--- src/rtl/sram_req_ctrl_pkg.sv ---
// Shared constants and helpers for the SRAM request controller and its response FIFO.
// The response record is packed as {err, rdata}: err sits directly above the data bits.
package sram_req_ctrl_pkg;

   localparam int unsigned DEPTH_DEF     = 8;
   localparam int unsigned WIDTH_DEF     = 4;
   localparam int unsigned RSP_DEPTH_DEF = 3;
   localparam int unsigned RSP_DEPTH_MIN = 2;

   function automatic int unsigned addr_w(input int unsigned depth);
      return (depth < 2) ? 1 : $clog2(depth);
   endfunction

   function automatic int unsigned rsp_w(input int unsigned width);
      return width + 1;
   endfunction

endpackage

--- src/rtl/sram_req_ctrl_if.sv ---
// Request/response handshake bundle between a requester (master) and sram_req_ctrl (slave).
interface sram_req_ctrl_if
   import sram_req_ctrl_pkg::*;
#(
   parameter int unsigned ADDR_W = addr_w(DEPTH_DEF),
   parameter int unsigned WIDTH  = WIDTH_DEF
);

   logic              req_valid;
   logic              req_ready;
   logic              req_write;
   logic [ADDR_W-1:0] req_addr;
   logic [WIDTH-1:0]  req_wdata;
   logic              rsp_valid;
   logic              rsp_ready;
   logic [WIDTH-1:0]  rsp_rdata;
   logic              rsp_err;

   modport master (
      output req_valid, req_write, req_addr, req_wdata, rsp_ready,
      input  req_ready, rsp_valid, rsp_rdata, rsp_err
   );

   modport slave (
      input  req_valid, req_write, req_addr, req_wdata, rsp_ready,
      output req_ready, rsp_valid, rsp_rdata, rsp_err
   );

endinterface

--- src/rtl/sram_rsp_fifo.sv ---
// Small synchronous FIFO for read responses; head entry is read straight from its storage register.
// Push and pop may coincide at any occupancy, including full.
module sram_rsp_fifo
   import sram_req_ctrl_pkg::*;
#(
   parameter  int unsigned DEPTH = RSP_DEPTH_DEF,
   parameter  int unsigned W     = rsp_w(WIDTH_DEF),
   localparam int unsigned CNT_W = $clog2(DEPTH + 1)
) (
   input  logic             clk,
   input  logic             rst,
   input  logic             push,
   input  logic [W-1:0]     din,
   input  logic             pop,
   output logic [W-1:0]     dout,
   output logic             full,
   output logic             empty,
   output logic [CNT_W-1:0] count
);

   localparam int unsigned PTR_W = (DEPTH < 2) ? 1 : $clog2(DEPTH);

   logic [W-1:0]     mem [DEPTH];
   logic [PTR_W-1:0] wr_ptr;
   logic [PTR_W-1:0] rd_ptr;
   logic [CNT_W-1:0] cnt;
   logic             do_push;
   logic             do_pop;

   function automatic logic [PTR_W-1:0] ptr_inc(input logic [PTR_W-1:0] p);
      return (p == PTR_W'(DEPTH - 1)) ? '0 : p + PTR_W'(1);
   endfunction

   assign do_pop  = pop && !empty;
   assign do_push = push && (!full || do_pop);

   // Pointer and occupancy state
   always_ff @(posedge clk or posedge rst) begin
      if (rst) begin
         wr_ptr <= '0;
         rd_ptr <= '0;
         cnt    <= '0;
      end else begin
         if (do_push) wr_ptr <= ptr_inc(wr_ptr);
         if (do_pop)  rd_ptr <= ptr_inc(rd_ptr);
         cnt <= cnt + CNT_W'(do_push) - CNT_W'(do_pop);
      end
   end

   // Storage carries no reset; only the pointers define what is live
   always_ff @(posedge clk) begin
      if (do_push) mem[wr_ptr] <= din;
   end

   assign dout  = mem[rd_ptr];
   assign full  = (cnt == CNT_W'(DEPTH));
   assign empty = (cnt == '0);
   assign count = cnt;

endmodule

--- src/rtl/sram_req_ctrl.sv ---
// Front end for a single-port synchronous SRAM: turns a valid/ready request stream into
// one-cycle we/re strobes, captures registered read data and returns it through a response FIFO.
module sram_req_ctrl
   import sram_req_ctrl_pkg::*;
#(
   parameter  int unsigned depth     = DEPTH_DEF,
   parameter  int unsigned width     = WIDTH_DEF,
   parameter  int unsigned rsp_depth = RSP_DEPTH_DEF,
   localparam int unsigned ADDR_W    = addr_w(depth)
) (
   input  logic              clk,
   input  logic              rst,
   sram_req_ctrl_if.slave    bus,
   output logic              wr_err,
   output logic              sram_we,
   output logic              sram_re,
   output logic [ADDR_W-1:0] sram_add,
   output logic [width-1:0]  sram_data_in,
   input  logic [width-1:0]  sram_data_out
);

   localparam int unsigned RSP_W = rsp_w(width);
   localparam int unsigned CNT_W = $clog2(rsp_depth + 1);

   if (rsp_depth < RSP_DEPTH_MIN) begin : g_bad_rsp_depth
      $error("sram_req_ctrl: rsp_depth below minimum");
   end

   logic             fire;
   logic             in_range;
   logic             rd_pend;
   logic             rd_err;
   logic             pop;
   logic             fifo_full;
   logic             fifo_empty;
   logic [CNT_W-1:0] fifo_count;
   logic [RSP_W-1:0] push_rec;
   logic [RSP_W-1:0] head;

   // Flow gate counts the read still in the SRAM so the FIFO can never overflow
   assign bus.req_ready = !rst && ((32'(fifo_count) + 32'(rd_pend)) < rsp_depth);
   assign fire          = bus.req_valid && bus.req_ready;
   assign in_range      = 32'(bus.req_addr) < depth;

   // SRAM strobes are combinational so they land on the handshake edge
   assign sram_we      = fire && bus.req_write && in_range;
   assign sram_re      = fire && !bus.req_write && in_range;
   assign sram_add     = bus.req_addr;
   assign sram_data_in = bus.req_wdata;

   // Read-pending flag marks the cycle sram_data_out is driven; wr_err is sticky
   always_ff @(posedge clk or posedge rst) begin
      if (rst) begin
         rd_pend <= 1'b0;
         rd_err  <= 1'b0;
         wr_err  <= 1'b0;
      end else begin
         rd_pend <= fire && !bus.req_write;
         rd_err  <= !in_range;
         if (fire && bus.req_write && !in_range) wr_err <= 1'b1;
      end
   end

   assign push_rec = rd_err ? {1'b1, {width{1'b0}}} : {1'b0, sram_data_out};
   assign pop      = bus.rsp_valid && bus.rsp_ready;

   sram_rsp_fifo #(
      .DEPTH (rsp_depth),
      .W     (RSP_W)
   ) u_rsp_fifo (
      .clk   (clk),
      .rst   (rst),
      .push  (rd_pend),
      .din   (push_rec),
      .pop   (pop),
      .dout  (head),
      .full  (fifo_full),
      .empty (fifo_empty),
      .count (fifo_count)
   );

   assign bus.rsp_valid = !fifo_empty;
   assign bus.rsp_err   = head[width];
   assign bus.rsp_rdata = head[width-1:0];

   a_no_overflow: assert property (@(posedge clk) disable iff (rst) !(rd_pend && fifo_full && !pop));

endmodule
--- src/flat_wrapper.sv ---
// flat-port wrapper written by rule: the top's interface ports become plain ports
module sram_req_ctrl_flat import sram_req_ctrl_pkg::*;
#(
   parameter  int unsigned depth     = DEPTH_DEF,
   parameter  int unsigned width     = WIDTH_DEF,
   parameter  int unsigned rsp_depth = RSP_DEPTH_DEF,
   localparam int unsigned ADDR_W    = addr_w(depth)
)
  (clk, rst, wr_err, sram_we, sram_re, sram_add, sram_data_in, sram_data_out, bus_req_valid, bus_req_write, bus_req_addr, bus_req_wdata, bus_rsp_ready, bus_req_ready, bus_rsp_valid, bus_rsp_rdata, bus_rsp_err);
  sram_req_ctrl_if bus_i ();
  input  logic clk;
  input  logic rst;
  output logic wr_err;
  output logic sram_we;
  output logic sram_re;
  output logic [ADDR_W-1:0] sram_add;
  output logic [width-1:0] sram_data_in;
  input  logic [width-1:0] sram_data_out;
  input wire logic [$bits(bus_i.req_valid)-1:0] bus_req_valid;
  input wire logic [$bits(bus_i.req_write)-1:0] bus_req_write;
  input wire logic [$bits(bus_i.req_addr)-1:0] bus_req_addr;
  input wire logic [$bits(bus_i.req_wdata)-1:0] bus_req_wdata;
  input wire logic [$bits(bus_i.rsp_ready)-1:0] bus_rsp_ready;
  output wire logic [$bits(bus_i.req_ready)-1:0] bus_req_ready;
  output wire logic [$bits(bus_i.rsp_valid)-1:0] bus_rsp_valid;
  output wire logic [$bits(bus_i.rsp_rdata)-1:0] bus_rsp_rdata;
  output wire logic [$bits(bus_i.rsp_err)-1:0] bus_rsp_err;
  assign bus_i.req_valid = bus_req_valid;
  assign bus_i.req_write = bus_req_write;
  assign bus_i.req_addr = bus_req_addr;
  assign bus_i.req_wdata = bus_req_wdata;
  assign bus_i.rsp_ready = bus_rsp_ready;
  assign bus_req_ready = bus_i.req_ready;
  assign bus_rsp_valid = bus_i.rsp_valid;
  assign bus_rsp_rdata = bus_i.rsp_rdata;
  assign bus_rsp_err = bus_i.rsp_err;
  sram_req_ctrl #(.depth(depth), .width(width), .rsp_depth(rsp_depth)) u_core (.clk(clk), .rst(rst), .bus(bus_i), .wr_err(wr_err), .sram_we(sram_we), .sram_re(sram_re), .sram_add(sram_add), .sram_data_in(sram_data_in), .sram_data_out(sram_data_out));
endmodule
--- config.mk ---
export PLATFORM = sky130hd
export DESIGN_NAME = sram_req_ctrl_flat
export DESIGN_NICKNAME = d
export VERILOG_FILES = /design/src/rtl/sram_req_ctrl_pkg.sv /design/src/rtl/sram_req_ctrl_if.sv /design/src/rtl/sram_rsp_fifo.sv /design/src/rtl/sram_req_ctrl.sv /design/src/flat_wrapper.sv
export SDC_FILE = /design/constraint.sdc
export NUM_CORES = 1
export LEC_CHECK = 0
export BUFFER_PORTS_ARGS = -buffer_cell sky130_fd_sc_hd__buf_2
export CAP_MARGIN = 20
export CORE_AREA = 2 2 58 60
export DETAILED_ROUTE_END_ITERATION = 7
export DIE_AREA = 0 0 60 62
export GPL_TIMING_DRIVEN = 0
export SYNTH_ARGS = -nofsm -noshare
export SYNTH_HDL_FRONTEND = slang
export SYNTH_SLANG_ARGS = --single-unit
--- constraint.sdc ---
create_clock -name clk -period 4.6 [get_ports clk]
set_input_delay 0.46 -clock clk [delete_from_list [all_inputs] [get_ports clk]]
set_output_delay 0.46 -clock clk [all_outputs]
set_load 0.01 [all_outputs]
==> qor.csv, run 1 <==
metric,value,unit
ff2ff_setup_slack,2.75,ns
gp_congestion,0.7439,
grt_pass1_vias,558,
finalSetupViolations,0,
place_inst,142,
synth_edf_count,12,
synthArstFlopShare,0.3684,
insertion_delay,0.29,ns
ant_nets,0,
synth_area,903.4,sq um
max_slew_margin,0.5621,
htreeDepth,1,
cts_num_sinks,19,
final_area,1107,sq um
fin_nets,121,
syn2layout_area_growth,22.58,%
fmax,0.4161,GHz
finalWirelength,1.440,mm
ys_seq_elements,19,
antenna_found_initial,0,
antenna_cells,0,
ys_warn_count,0,
synth_top_family_by_area,buffers and inverters,
nFillCells,327,
grt_max_degree,12,
critPathMaxFanout,5,
vias,593,
cts_buffers,3,
die_h,62,um
period_minus_slack,2.403,ns
cts_buffer_depth,2,
cts_setup_buffers,0,
critPathArrivalTime,1.94,ns
avgSynthCellArea,12.55,sq um
synthXorXnorAreaFrac,0.01939,
hold_viol,0,
hp-class,primary input to asynchronous set/reset pin,
netlist_instances,72,
drv_slew,0,
final_common_cell,buf_2,
port_buffers,23,
ys_types,23,
synth_compound_area_frac,0.06925,
cp.required,4.14,ns
placementRows,21,
cts_root_buf,clkbuf_4,
hold_buffers,0,
grt_pass1_wl,2.270,mm
vdd_ir_drop_max,0.1518,mV
drive_gt1_frac,0.4200,
muxShareOfSynthArea,0.06925,
grt_overflow,0,
finalCritPeriodShare,0.5224,
via_per_inst,4.062,
rsz0062_at_grt,no,
dp.final_hpwl,1.142,mm
synthSimpleGateAreaFrac,0.09280,
ys_seq_area_frac,0.5928,
die_area,3720,sq um
power_leakage,0.0004960,uW
clkTransAtPathRegs,0.11,ns
cts_tree,yes,
worstMarginPinSlew,0.6518,ns
drt_iter0_drc,3,
fp.dieW,60,um
ys.flop_type,edfxtp_1,
track_usage,0.08743,
drc,0,
endpoint_kind,output pin,
yosys.area_share.adder,0.05540,
skew,0.008950,ns
max_cap_violations,0,
postPlaceCellArea,1080,sq um
power_density,465.4,nW/um^2
fin_tns_setup,0,ns
ios,33,
worst_setup_path_start_kind,flip-flop,
start_util,0.2841,
instances_no_fill,146,
wl_per_cell,9.863,um
status,"finished, final reports clean",
core_area,3179,sq um
post_cts_resized,0,
layout_common_cells,"buf_2 (24), edfxtp_1 (12), buf_4 (9), nand2_1 (7), dfrtp_1 (7)",
crit_type,flip-flop to output pin,
drtPass1Iterations,2,
==> state kept, by name, summed over array words and instances, names as in the netlist <==
name	cells
u_core.u_rsp_fifo.rd_ptr	2
u_core.rd_pend	1
u_core.u_rsp_fifo.mem	12
u_core.u_rsp_fifo.wr_ptr	2
u_core.u_rsp_fifo.count	2
==> Yosys cell counts (all sizes together), types with 2 or more instances <==
cell / count / area share
edfxtp: 12 / 0.40
buf: 10 / 0.080
dfrtp: 7 / 0.19
nand2: 7 / 0.029
o21ai: 7 / 0.051
ha: 4 / 0.055
mux2i: 4 / 0.044
inv: 3 / 0.012
mux2: 2 / 0.025
nor2: 2 / 0.0083
nor3: 2 / 0.011
nor3b: 2 / 0.017
xnor2: 2 / 0.019
==> per-layer routing <==
layer  share of wire  wire, um  GRT usage  vias to the layer above
li1                -         -          -                      295
met1            0.37       536    0.07984                      270
met2            0.53       762     0.1630                       24
met3           0.085       123    0.03106                        4
met4           0.013        18    0.05714                        0
met5               0         0          0                        -
==> logic make-up (layout without fill, tap and decap cells) <==
| family | count (synthesis) | count (layout) |
|---|---|---|
| buffers and inverters | 14 | 41 |
| XOR/XNOR | 2 | 2 |
| flip-flops | 19 | 19 |
| other | 1 | 2 |
| AO/OA/AOI/OAI | 9 | 9 |
| AND/OR/NAND/NOR | 17 | 17 |
| multiplexers | 6 | 6 |
| adder cells (fa/ha/maj) | 4 | 4 |
==> critical path: stages, from the launching register on <==
cell and delay (ns):
dfrtp_1 0.44, ha_1 0.21, ha_1 0.27, a211oi_1 0.33, nand2_1 0.10, nor2_1 0.14
buf_2 0.15
==> through the flow <==
stage	worst slack (ns)	total power [uW]	hold slack, ns	utilization
finish	2.197	515.4	0.08661	0.3483
global route	1.996	563.9	0.08818	0.3483
CTS	2.157	524.0	0.08671	0.3483
detailed placement	2.494	442.1	0.4161	0.3396
global placement	2.602	431.8	0.4037	0.3396
floorplan	2.527	380.9	0.2634	-
==> cell type report <==
type / instances / area, sq um / area share
plain buffers: 11 / 76.32 / 0.06893
clock buffers: 3 / 22.52 / 0.02034
clock inverters: 1 / 5.005 / 0.004520
inverters: 3 / 11.26 / 0.01017
multi-input cells: 40 / 284.0 / 0.2565
flip-flops and latches: 19 / 535.5 / 0.4836
well taps: 46 / 57.56 / 0.05198
repair buffers: 23 / 115.1 / 0.1040
==> worst paths after layout <==
check | from | to | cells after the start
min | rst | u_core.u_rsp_fifo.rd_ptr[0]$_DFFE_PP0N_ | 2
max in group asynchronous | rst | u_core.u_rsp_fifo.rd_ptr[1]$_DFFE_PP0N_ | 2
min in group clk | bus_req_write | u_core.rd_pend$_DFF_PP0_ | 2
max reg2reg | u_core.u_rsp_fifo.count[0]$_DFF_PP0_ | u_core.u_rsp_fifo.count[1]$_DFF_PP0_ | 7
min reg2reg | u_core.u_rsp_fifo.count[1]$_DFF_PP0_ | u_core.u_rsp_fifo.count[1]$_DFF_PP0_ | 1
max | u_core.u_rsp_fifo.count[0]$_DFF_PP0_ | sram_re | 6
==> report_power, final <==
group	internal (uW)	switching (uW)
clock	32.3	48.3
sequential	215	28.3
combinational	94.0	97.4
total	341	174
No activity file was read; power rests on OpenSTA's default activity.
==> run 2, diff against run 1 <==
--- a/config.mk
+++ b/config.mk
@@ -5,11 +5,12 @@
 export SDC_FILE = /design/constraint.sdc
 export NUM_CORES = 1
 export LEC_CHECK = 0
+export ABC_AREA = 1
 export BUFFER_PORTS_ARGS = -buffer_cell sky130_fd_sc_hd__buf_2
 export CAP_MARGIN = 20
-export CORE_AREA = 2 2 58 60
+export CORE_AREA = 2 2 59 61
 export DETAILED_ROUTE_END_ITERATION = 7
-export DIE_AREA = 0 0 60 62
+export DIE_AREA = 0 0 61 63
 export GPL_TIMING_DRIVEN = 0
 export SYNTH_ARGS = -nofsm -noshare
 export SYNTH_HDL_FRONTEND = slang
==> constraint.sdc (replaced) <==
create_clock -name clk -period 2.34 [get_ports clk]
set_input_delay 0.234 -clock clk [delete_from_list [all_inputs] [get_ports clk]]
set_output_delay 0.234 -clock clk [all_outputs]
set_load 0.01 [all_outputs]
==> qor.csv, run 2 <==
metric,value,unit
status,"finished, final reports clean",
yosysTopAreaCell,edfxtp_1,
synth_area_leaders,"edfxtp_1 (38%), dfrtp_1 (19%), nand2_1 (11%)",
fin_nets,147,
hold_path.startpoint,bus_req_write,
cts_root_buf,clkbuf_4,
hold_buffers,1,
power_leakage,0.0005947,uW
ios,33,
synth_compound_area_frac,0,
synth_area,938.4,sq um
intPower,646.8,uW
drc,0,
final_area,1152,sq um
ys.flop_type,edfxtp_1,
synthArstFlopShare,0.3684,
die_h,63,um
synth_top_family_by_area,simple AND/OR/NAND/NOR gates,
port_buffers,23,
postPlaceCellArea,1115,sq um
grt_overflow,0,
place_inst,167,
ys_warn_count,0,
dp.final_hpwl,1.298,mm
hp-class,primary input to flip-flop,
cts_buffer_depth,2,
clkTransAtPathRegs,0.11,ns
synth_most_common_cell,nand2_1,
crit_slowest_cell,dfrtp_1,
wl_per_cell,9.529,um
regToRegStartpoint,u_core.u_rsp_fifo.count[1]$_DFF_PP0_,
final_common_cell,nand2_1,
cts_setup_buffers,0,
rsz0062_at_grt,no,
critPathArrivalTime,1.69,ns
critPathMaxFanout,4,
cts_tree,yes,
ys_seq_area_frac,0.5707,
skew,0.006582,ns
drv_slew,0,
grt_max_degree,12,
start_util,0.2904,
post_cts_resized,0,
ff2ff_setup_slack,0.86,ns
muxShareOfSynthArea,0,
netlist_instances,97,
crit_type,flip-flop to output pin,
placementRows,21,
period_minus_slack,1.924,ns
synthSimpleGateAreaFrac,0.2400,
finalCritPeriodShare,0.8221,
largest_register,u_core.u_rsp_fifo.mem,
combPwrFrac,0.387,
antenna_cells,0,
power_density,925.5,nW/um^2
avgSynthCellArea,9.674,sq um
rr_worst_depth,10,
finalSetupViolations,0,
cts_buffers,3,
insertion_delay,0.30,ns
switching_power,419.7,uW
drtPass1Iterations,2,
endpoint_kind,output pin,
synth_edf_count,12,
largest_register_ffs,12,
cts_num_sinks,19,
hold_viol,0,
drt_iter0_drc,5,
track_usage,0.09394,
instances_no_fill,172,
htreeDepth,1,
ys_seq_elements,19,
worst_setup_path_start_kind,flip-flop,
synthXorXnorAreaFrac,0,
vdd_ir_drop_max,0.3716,mV
yosys.area_share.adder,0.05333,
ant_nets,0,
drive_gt1_frac,0.3492,
max_stage_delay,0.44,ns
min_to,u_core.rd_pend$_DFF_PP0_,
fin_tns_setup,0,ns
pwr-share-clk,0.154,
yosysTopAreaCellShare,0.3840,
antenna_found_initial,0,
vias,704,
max_cap_violations,0,
grt_pass1_wl,2.656,mm
cpMostUsedCell,ha_1,
ys_types,15,
die_area,3843,sq um
fmax,0.5198,GHz
power.share.sequential,0.459,
finalWirelength,1.639,mm
whs_path_depth,2,
layout_common_cells,"nand2_1 (28), buf_2 (23), inv_1 (13), edfxtp_1 (12)",
via_per_inst,4.093,
r2r_end,u_core.u_rsp_fifo.count[1]$_DFF_PP0_,
syn2layout_area_growth,22.80,%
ys_top_cells_by_count,"nand2_1 (28), inv_1 (13), edfxtp_1 (12)",
swShare,0.3935,
grt_pass1_vias,675,
core_area,3232,sq um
crit_chain,ha_1 > ha_1 > nand2_1 > nand4_1 > nor2_1 > buf_2,
cp.required,2.11,ns
gp_congestion,0.6898,
fp.dieW,61,um
run 2: changes by cell type after synthesis, moves of 3 or more:
cell,change
inv_1,+10
mux2i_1,-4
nand2_1,+21
nand3_1,+9
nor2_1,+3
o21ai_0,-6
run 2: routing by layer:
metal  GRT usage  up-vias  wire [um]
met5           0        -          0
met4     0.04076        0          5
met3     0.01242        2         69
met2      0.1747       19        929
met1      0.1001      329        634
li1            -      354          -
run 2: per-stage QoR:
| step | hold slack [ns] | util | total power, uW | setup WS [ns] |
|---|---|---|---|---|
| floorplan | 0.05392 | - | 771.5 | 0.8789 |
| global placement | 0.1893 | 0.3449 | 890.0 | 0.7888 |
| detailed placement | 0.1996 | 0.3449 | 918.4 | 0.7511 |
| CTS | 0.08918 | 0.3566 | 1082 | 0.4023 |
| global route | 0.08964 | 0.3566 | 1145 | 0.3067 |
| finish | 0.09469 | 0.3566 | 1067 | 0.4163 |
run 2: cell families after synthesis:
group,count (synthesis)
AND/OR/NAND/NOR,49
flip-flops,19
other,1
adder cells (fa/ha/maj),4
buffers and inverters,24
run 2: final cells by class:
class	instances	area, sq um
Buffer	9	67.56
Clock buffer	3	22.52
Clock inverter	1	5.005
Fill cell	339	2079
Inverter	15	56.30
Multi-Input combinational cell	55	282.8
Sequential cell	19	535.5
Tap cell	46	57.56
Timing Repair Buffer	24	125.1
run 2: worst max path at each step:
| stage | slack [ns] | cells past startpoint | endpoint | startpoint |
|---|---|---|---|---|
| after floorplan | 0.88 | 5 | sram_re | u_core.u_rsp_fifo.count[0]$_DFF_PP0_ |
| after global placement | 0.79 | 6 | sram_re | u_core.u_rsp_fifo.count[0]$_DFF_PP0_ |
| after detailed placement | 0.75 | 6 | sram_re | u_core.u_rsp_fifo.count[0]$_DFF_PP0_ |
| after CTS | 0.40 | 6 | sram_re | u_core.u_rsp_fifo.count[0]$_DFF_PP0_ |
| after global routing | 0.31 | 6 | sram_re | u_core.u_rsp_fifo.count[0]$_DFF_PP0_ |
| final | 0.42 | 6 | sram_re | u_core.u_rsp_fifo.count[0]$_DFF_PP0_ |
run 2: power by group through the flow:
stage | Combinational, uW | Clock, uW | Sequential (uW)
global route | 463 | 180 | 501
finish | 412 | 165 | 489
global placement | 399 | 0 | 491
CTS | 422 | 169 | 491
detailed placement | 419 | 0 | 499
floorplan | 293 | 0 | 479
run 2: critical path, delay by kind of cell, from the launching register on:
kind	cells	cell delay, ns
adder cells (fa/ha/maj)	2	0.48
buffers and inverters	1	0.15
flip-flops	1	0.44
AND/OR/NAND/NOR	3	0.33
